==> config.mk <==
export PLATFORM = sky130hd
export DESIGN_NAME = key_event_decoder
export DESIGN_NICKNAME = d
export VERILOG_FILES = /design/src/rtl/key_event_decoder.sv
export SDC_FILE = /design/constraint.sdc
export NUM_CORES = 1
export LEC_CHECK = 0
export CORE_UTILIZATION = 47
export CTS_BUF_LIST = sky130_fd_sc_hd__clkbuf_2
export DETAILED_ROUTE_END_ITERATION = 6
export DONT_BUFFER_PORTS = 1
export PLACE_DENSITY_LB_ADDON = 0.12
export SLEW_MARGIN = 20
export SYNTH_ARGS = -nofsm -noshare
export SYNTH_HDL_FRONTEND = slang
export SYNTH_SLANG_ARGS = --single-unit
==> constraint.sdc <==
create_clock -name clock -period 8.71 [get_ports clock]
set_clock_uncertainty 0.1 [all_clocks]
set_input_delay 1.742 -clock clock [delete_from_list [all_inputs] [get_ports clock]]
set_output_delay 1.742 -clock clock [all_outputs]
set_load 0.01 [all_outputs]
==> src/rtl/key_event_decoder.sv <==
// PS/2 scancode-word decoder: turns completed words into {make, ext, code} events in a FIFO
// and tracks eight game keys. Define KEYDEC_EXT_EN to decode E0-prefixed (extended) keys.
module key_event_decoder #(
  parameter int unsigned FIFO_DEPTH = 4
) (
  input  logic        clock,
  input  logic        reset_n,
  input  logic [31:0] keyb_char,
  output logic        evt_valid,
  input  logic        evt_ready,
  output logic [9:0]  evt_data,
  output logic [4:0]  evt_count,
  output logic [7:0]  key_held,
  output logic        overflow,
  input  logic        overflow_clr
);

  localparam int unsigned PtrW     = (FIFO_DEPTH > 1) ? $clog2(FIFO_DEPTH) : 1;
  localparam logic [4:0]  DepthCnt = 5'(FIFO_DEPTH);

  logic [31:0]     r_cur, r_prev;
  logic [9:0]      r_mem [FIFO_DEPTH];
  logic [PtrW-1:0] r_wr_ptr, r_rd_ptr;
  logic [4:0]      r_count;
  logic [7:0]      r_key_held;
  logic            r_overflow;

  logic       w_new, w_fmt_ok, w_code_ok, w_make, w_ext, w_push;
  logic       w_pop, w_full, w_accept, w_drop;
  logic [7:0] w_code, w_hit, w_key_held_d;

  // Both stages load the live word in reset so the word present at release is not an event.
  always_ff @(posedge clock) begin
    if (!reset_n) begin
      r_cur  <= keyb_char;
      r_prev <= keyb_char;
    end else begin
      r_cur  <= keyb_char;
      r_prev <= r_cur;
    end
  end

  assign w_new  = (r_cur != r_prev);
  assign w_code = r_cur[7:0];

  always_comb begin
    w_fmt_ok = 1'b0;
    w_make   = 1'b0;
    w_ext    = 1'b0;
    unique case (r_cur[31:8])
      24'h000000: begin w_fmt_ok = 1'b1; w_make = 1'b1; end
      24'h0000F0: begin w_fmt_ok = 1'b1; end
`ifdef KEYDEC_EXT_EN
      24'h0000E0: begin w_fmt_ok = 1'b1; w_make = 1'b1; w_ext = 1'b1; end
      24'h00E0F0: begin w_fmt_ok = 1'b1; w_ext = 1'b1; end
`endif
      default: ;
    endcase
  end

  assign w_code_ok = (w_code != 8'h00) && (w_code != 8'hE0) && (w_code != 8'hF0);
  assign w_push    = w_new && w_fmt_ok && w_code_ok;

  // Game-key match; extended keys only ever match when w_ext can be set.
  assign w_hit[0] = w_ext  && (w_code == 8'h75);
  assign w_hit[1] = w_ext  && (w_code == 8'h72);
  assign w_hit[2] = w_ext  && (w_code == 8'h6B);
  assign w_hit[3] = w_ext  && (w_code == 8'h74);
  assign w_hit[4] = !w_ext && (w_code == 8'h29);
  assign w_hit[5] = !w_ext && (w_code == 8'h5A);
  assign w_hit[6] = !w_ext && (w_code == 8'h1D);
  assign w_hit[7] = !w_ext && (w_code == 8'h1B);

  always_comb begin
    w_key_held_d = r_key_held;
    if (w_push) begin
      for (int i = 0; i < 8; i++) begin
        if (w_hit[i]) w_key_held_d[i] = w_make;
      end
    end
  end

  assign w_full   = (r_count == DepthCnt);
  assign w_pop    = (r_count != 5'd0) && evt_ready;
  assign w_accept = w_push && (!w_full || w_pop);
  assign w_drop   = w_push && w_full && !w_pop;

  always_ff @(posedge clock) begin
    if (w_accept) r_mem[r_wr_ptr] <= {w_make, w_ext, w_code};
  end

  always_ff @(posedge clock) begin
    if (!reset_n) begin
      r_wr_ptr   <= '0;
      r_rd_ptr   <= '0;
      r_count    <= 5'd0;
      r_key_held <= 8'h00;
      r_overflow <= 1'b0;
    end else begin
      r_key_held <= w_key_held_d;
      if (w_accept) r_wr_ptr <= r_wr_ptr + PtrW'(1);
      if (w_pop)    r_rd_ptr <= r_rd_ptr + PtrW'(1);
      if (w_accept && !w_pop)      r_count <= r_count + 5'd1;
      else if (!w_accept && w_pop) r_count <= r_count - 5'd1;
      // A fresh drop beats a simultaneous clear.
      if (w_drop)            r_overflow <= 1'b1;
      else if (overflow_clr) r_overflow <= 1'b0;
    end
  end

  assign evt_valid = (r_count != 5'd0);
  assign evt_data  = evt_valid ? r_mem[r_rd_ptr] : 10'h000;
  assign evt_count = r_count;
  assign key_held  = r_key_held;
  assign overflow  = r_overflow;

endmodule

==> flow_metrics.py <==
metrics = {
    "final_layout": {
        "layout_commonest_cell": "dfxtp_1",
        "layout-drive-gt1-share_pct": 23.08,
        "area_delta_synth_final_pct": 7.647,
        "final_cell_mix": "dfxtp_1, edfxtp_1, xor2_1",
        "fin_area_sq_mm": 0.004756,
        "post-route-util_pct": 51.96,
        "num_antenna_cells": 0,
        "final_cells": 449,
        "nets": 370,
    },
    "cts": {
        "cts-htree-levels": 4,
        "cts_max_path_buffers": 2,
        "cts_tree": "done",
        "cts_resized": 0,
        "cts-hold-fix-buffers": 0,
        "cts_sinks": 116,
        "cts_buffers": 17,
        "postCtsSetupBuffers": 0,
        "insertion_delay_ns": 0.64,
        "cts_root_buf": "clkbuf_2",
        "clk_pin_slew_ns": 0.18,
    },
    "worst_hold_path": {
        "holdPathStages": 2,
        "min_from": "r_wr_ptr[1]",
        "min_to": "r_wr_ptr[1]",
        "hold_class": "register to register",
    },
    "power_and_ir_drop": {
        "internal_power_mw": 0.8741,
        "p_leak_nw": 1.778,
        "clock_power_share_pct": 29.6,
        "pwr-share-comb_pct": 18.7,
        "peakVddDrop_mv": 0.1520,
        "switchingPower_mw": 0.3806,
        "swShare_pct": 30.33,
        "p_per_area_mw_per_mm2": 263.8,
        "seqPwrFrac_pct": 51.7,
    },
    "worst_setup_path": {
        "critPathBufInv": 0,
        "r2r_slack_ns": 5.18,
        "crit_fanout": 12,
        "r2r_end": "evt_count[4]",
        "critical_path.reg2reg.startpoint": "r_cur[5]",
        "criticalPathCategory": "register to output port",
        "reg2reg_depth": 12,
        "end_kind": "output port",
        "crit_path_cell_trace": "nor4_1, nand2b_1, and2_1",
        "worst_ep_required_time_ns": 6.87,
        "max_stage_delay_ns": 0.44,
        "setup.worst_path.start_class": "register",
        "slowest_stage": "nor4_1",
        "arrival_ns": 2.18,
        "critical-path-top-delay-family": "simple AND/OR/NAND/NOR gates",
    },
    "sta": {
        "fin_tns_setup_ns": 0,
        "worst_pin_slew_ns": 0.6144,
        "fmaxAchievable_ghz": 0.2489,
        "slew_violations": 0,
        "final-hold-violation-count": 0,
        "setup_viol": 0,
        "setup_slack_ns": 4.692,
        "post-route-period-util_pct": 46.14,
        "timing.slew.headroom_pct": 58.98,
        "rsz0062_at_grt": "no",
        "fin_crit_ns": 4.018,
    },
    "detailed_routing": {
        "dr_total_vias": 2372,
        "routed_via_density": 5.283,
        "drc": 0,
        "dr.pass1.iters": 4,
        "drt_wl_total_microns": 7548,
        "wire_per_inst_microns": 16.81,
        "drt_iter0_drc": 52,
        "detail-route-antenna-nets": 0,
    },
    "grt": {
        "grt_first_pass_wirelength_microns": 11940,
        "grt_max_degree": 44,
        "grt_pass1_vias": 2400,
        "grtUsageTotal_pct": 16.76,
        "grt_overflow": 0,
        "antenna_found_initial": 0,
    },
    "floorplan": {
        "core_area_sq_mm": 0.009153,
        "die_y_microns": 98.96,
        "die_w_microns": 98.96,
        "row_count": 35,
        "initial_core_util_pct": 48.27,
        "io_pins": 61,
        "dieArea_sq_mm": 0.009792,
    },
    "logic_synthesis": {
        "synth_area_sq_mm": 0.004418,
        "synth_cells": 317,
        "synth_top_flop_cell": "dfxtp_1",
        "synth-seq-cells": 116,
        "ys_seq_area_share_pct": 60.72,
        "async_flop_share_pct": 0,
        "ys_warn_count": 0,
        "synth_edf_count": 36,
        "synth_cell_types": 40,
        "syn_avg_cell_area_sq_um": 13.94,
    },
    "placement": {
        "portBuffers": 0,
        "gp_congestion": 0.7949,
        "dp_cells": 417,
        "dpl_worst_slack_ns": 4.640,
        "hpwl_microns": 5116,
        "dpl_cell_area_sq_mm": 0.004488,
    },
    "status": {
        "run_status": "finished clean",
    },
    "job": {
        "maxCapViolations": 0,
    },
}
[cell families after synthesis]
group                    share of synthesized area (%)
XOR/XNOR                                         7.533
AO/OA/AOI/OAI                                    2.435
buffers and inverters                            2.237
other                                          0.08488
AND/OR/NAND/NOR                                  9.714
adder cells (fa/ha/maj)                          2.719
flip-flops                                       60.72
multiplexers                                     14.56
[worst max-delay path by stage]
stage,depth (start not counted),slack [ns],from,end
after detailed placement,11,4.64,evt_ready,evt_count[4]
final,3,4.69,evt_count[1],evt_data[4]
after global routing,3,4.40,evt_count[1],evt_data[4]
after floorplan,12,4.82,evt_ready,evt_count[4]
after global placement,11,4.69,evt_ready,evt_count[4]
after CTS,3,4.55,evt_count[1],evt_data[4]
[cell type report]
type	count	area [sq um]
Clock inverter	15	182.7
Tap cell	111	138.9
Sequential cell	116	2683
Inverter	4	15.01
Multi-Input combinational cell	186	1652
Clock buffer	17	85.08
Fill cell	797	4397
[routing by layer]
layer	vias up	wire length [microns]	track usage, %
li1	1165	-	-
met1	1139	3081	18.35
met2	58	3907	28.51
met3	10	447	7.234
met4	0	112	6.889
met5	-	0	0
[worst reg2reg max path: stages (launching register included)]
cell,delay [ns]
dfxtp_1,0.61
xor2_1,0.12
nor4_1,0.36
nand4_1,0.33
o211a_1,0.41
ha_1,0.26
inv_1,0.14
ha_1,0.29
a21o_1,0.19
a21oi_1,0.16
xnor2_1,0.09
or3_1,0.30
a21oi_1,0.13
[power by group through the flow]
stage / Sequential [mW] / Clock (mW) / Combinational [mW]
after global routing: 0.657 / 0.409 / 0.263
after floorplan: 0.637 / 0 / 0.225
after detailed placement: 0.663 / 0 / 0.238
final: 0.649 / 0.372 / 0.234
after global placement: 0.663 / 0 / 0.234
after CTS: 0.651 / 0.383 / 0.239
[flip-flops by register name (all words and copies together) (netlist names), named ones only]
name,cells
key_held,4
r_prev,32
r_rd_ptr,2
overflow,1
r_cur,32
r_wr_ptr,2
evt_count,5
r_mem,36
[cell usage after synthesis (all sizes together), types with 2 or more instances]
master,number,share of area [%]
a21o,2,0.34
and2,14,2.0
mux4,9,4.6
mux2,32,8.2
nand4,3,0.42
nand2b,2,0.28
edfxtp,36,24
ha,8,2.3
o21ai,2,0.23
nor2,9,0.76
nand2,11,0.93
mux2i,8,1.8
inv,3,0.25
a21oi,4,0.45
o2111ai,5,0.99
xor2,35,6.9
nor4,17,2.8
clkbuf,8,0.68
xnor2,3,0.59
nand3,3,0.34
dfxtp,80,36
and3,2,0.28
buf,7,1.2
[through the flow]
stage / hold WS (ns) / power, mW
5_1_grt: 0.4426 / 1.328
4_1_cts: 0.4195 / 1.273
2_1_floorplan: 0.3677 / 0.8624
3_5_place_dp: 0.3988 / 0.9006
6_report: 0.4164 / 1.255
3_3_place_gp: 0.3878 / 0.8964
Power figures use the tool's default switching activity.
==> RTL change, RTL diff (config.mk and constraints unchanged) <==
Compare `r_count` against `DepthCnt` with >= in place of ==.
--- a/src/rtl/key_event_decoder.sv
+++ b/src/rtl/key_event_decoder.sv
@@ -80,7 +80,7 @@
     end
   end
 
-  assign w_full   = (r_count == DepthCnt);
+  assign w_full   = (r_count >= DepthCnt);
   assign w_pop    = (r_count != 5'd0) && evt_ready;
   assign w_accept = w_push && (!w_full || w_pop);
   assign w_drop   = w_push && w_full && !w_pop;
Check against the original RTL: same outputs for any inputs over 10 cycles, from zero or initial values and one cycle with reset_n low; that may be too few to reach the edited logic, so the function may still have changed.
==> RTL change against the original RTL <==
Routed wire length down 1.4%. Setup slack worse by 0.074 ns. Final area grew 0.18%. Clock power is 8.1% lower. Global-route usage decreased by 0.20 points. Synthesized cell count up 3.2%. Cell count rose by 2.2%. Area after synthesis rose by 0.82%. Sequential cell count did not move. Power fell by 10%. Combinational power is 34% lower. Sequential share of layout area shrank 0.10 points.
==> RTL change: results <==
[run_status]
status = "completed"

[pwr]
pwr-share-clk_pct = 30.5
netSwitchingPower_uw = 301
finalPower_uw = 1120
power_frac_comb_pct = 13.8
leakage_uw = 0.00169
ir_drop_v = 0.000109
p_per_area_mw_per_mm2 = 236

[hold_path]
min_path_type = "flip-flop to flip-flop"

[synth]
ys_seq_area_share_pct = 60.2
synthAdderAreaFrac_pct = 2.98
synth_flop_cell = "dfxtp_1"
ys_top_cells_by_area = "dfxtp_1 36%, edfxtp_1 24%, mux2_2 8.1%"
synthCells = 327
synth_edf_count = 36
synth_compound_area_share_pct = 1.71
synth_common_cells = "80 x dfxtp_1, 36 x edfxtp_1, 34 x xnor2_1"
synth_xor_xnor_area_share_pct = 7.47
synth.area.mux_share_pct = 13.5

[cts]
clkTransAtPathRegs_ns = 0.15
numCtsBuffers = 17
clockBufferDepth = 2
cts_resized = 0

[floorplanning]
die_x_um = 99.4

[detailed_routing]
routed.top_layer = "met4"
routed-wl-met3_um = 394
wl_met1_um = 3290
wirelength_um = 7440
routed_via_density = 5.19
drt-initial-drc-count = 95
wl_met2_um = 3640

[critical_path]
rrSetupSlack_ns = 5.12
arrival_ns = 2.25
worst_path_max_delay_cell = "or3_1"
max_stage_delay_ns = 0.55

[global_routing]
use_met3_pct = 6.61
grt_usage_pct = 16.6
grt_max_degree = 40
grt_pass1_vias = 2359
use_met2_pct = 26.8
grt_use_met1_pct = 19.2

[layout]
clkbuf_count = 18
multi_input_cells = 194
clkCellAreaFrac_pct = 4.88
multi_input_area_share_pct = 35.4
stdcell_count = 459
fill_cells = 802
layout.nets = 381
num-nonclk-inverters = 6
buffer_area_share_pct = 0
drive_gt1_share_pct = 23.3

[placement]
place_congestion = 0.750
numPortBuffers = 0
dpl_cell_area_mm2 = 0.00453
pre_cts_ws_ns = 4.49
place.detailed.hpwl_um = 5140
dpl.cell_count = 427

[timing]
holdWs_ns = 0.428
worst_slack_ns = 4.62
max-slew-margin-rel_pct = 57.6
## RTL change: changes by cell type after synthesis, sizes merged, moves of 4 or more
cell     change
mux2i        -4
a21oi        +4
o2111ai      -5
xor2        -31
xnor2       +31
nor2         +5
nand4        +9
nor4         -8
## RTL change: kinds of logic (layout without fill, tap and decap cells)
kind of cell | after synthesis | after routing
compound gates | 13 | 13
xor+xnor | 38 | 38
fa+ha+maj | 10 | 10
buf+inv | 21 | 38
flops | 116 | 116
mux | 45 | 45
other cells | 1 | 5
simple gates | 83 | 83
## RTL change: final timing paths
check / start / end / cells past startpoint
setup reg to reg: r_cur[0]$_DFF_P_ / evt_count[4]$_SDFFE_PN0P_ / 14
setup / recovery: evt_count[4]$_SDFFE_PN0P_ / evt_data[7] / 3
hold / removal: key_held[7]$_SDFFE_PN0P_ / key_held[7]$_SDFFE_PN0P_ / 2
hold reg to reg: key_held[7]$_SDFFE_PN0P_ / key_held[7]$_SDFFE_PN0P_ / 2
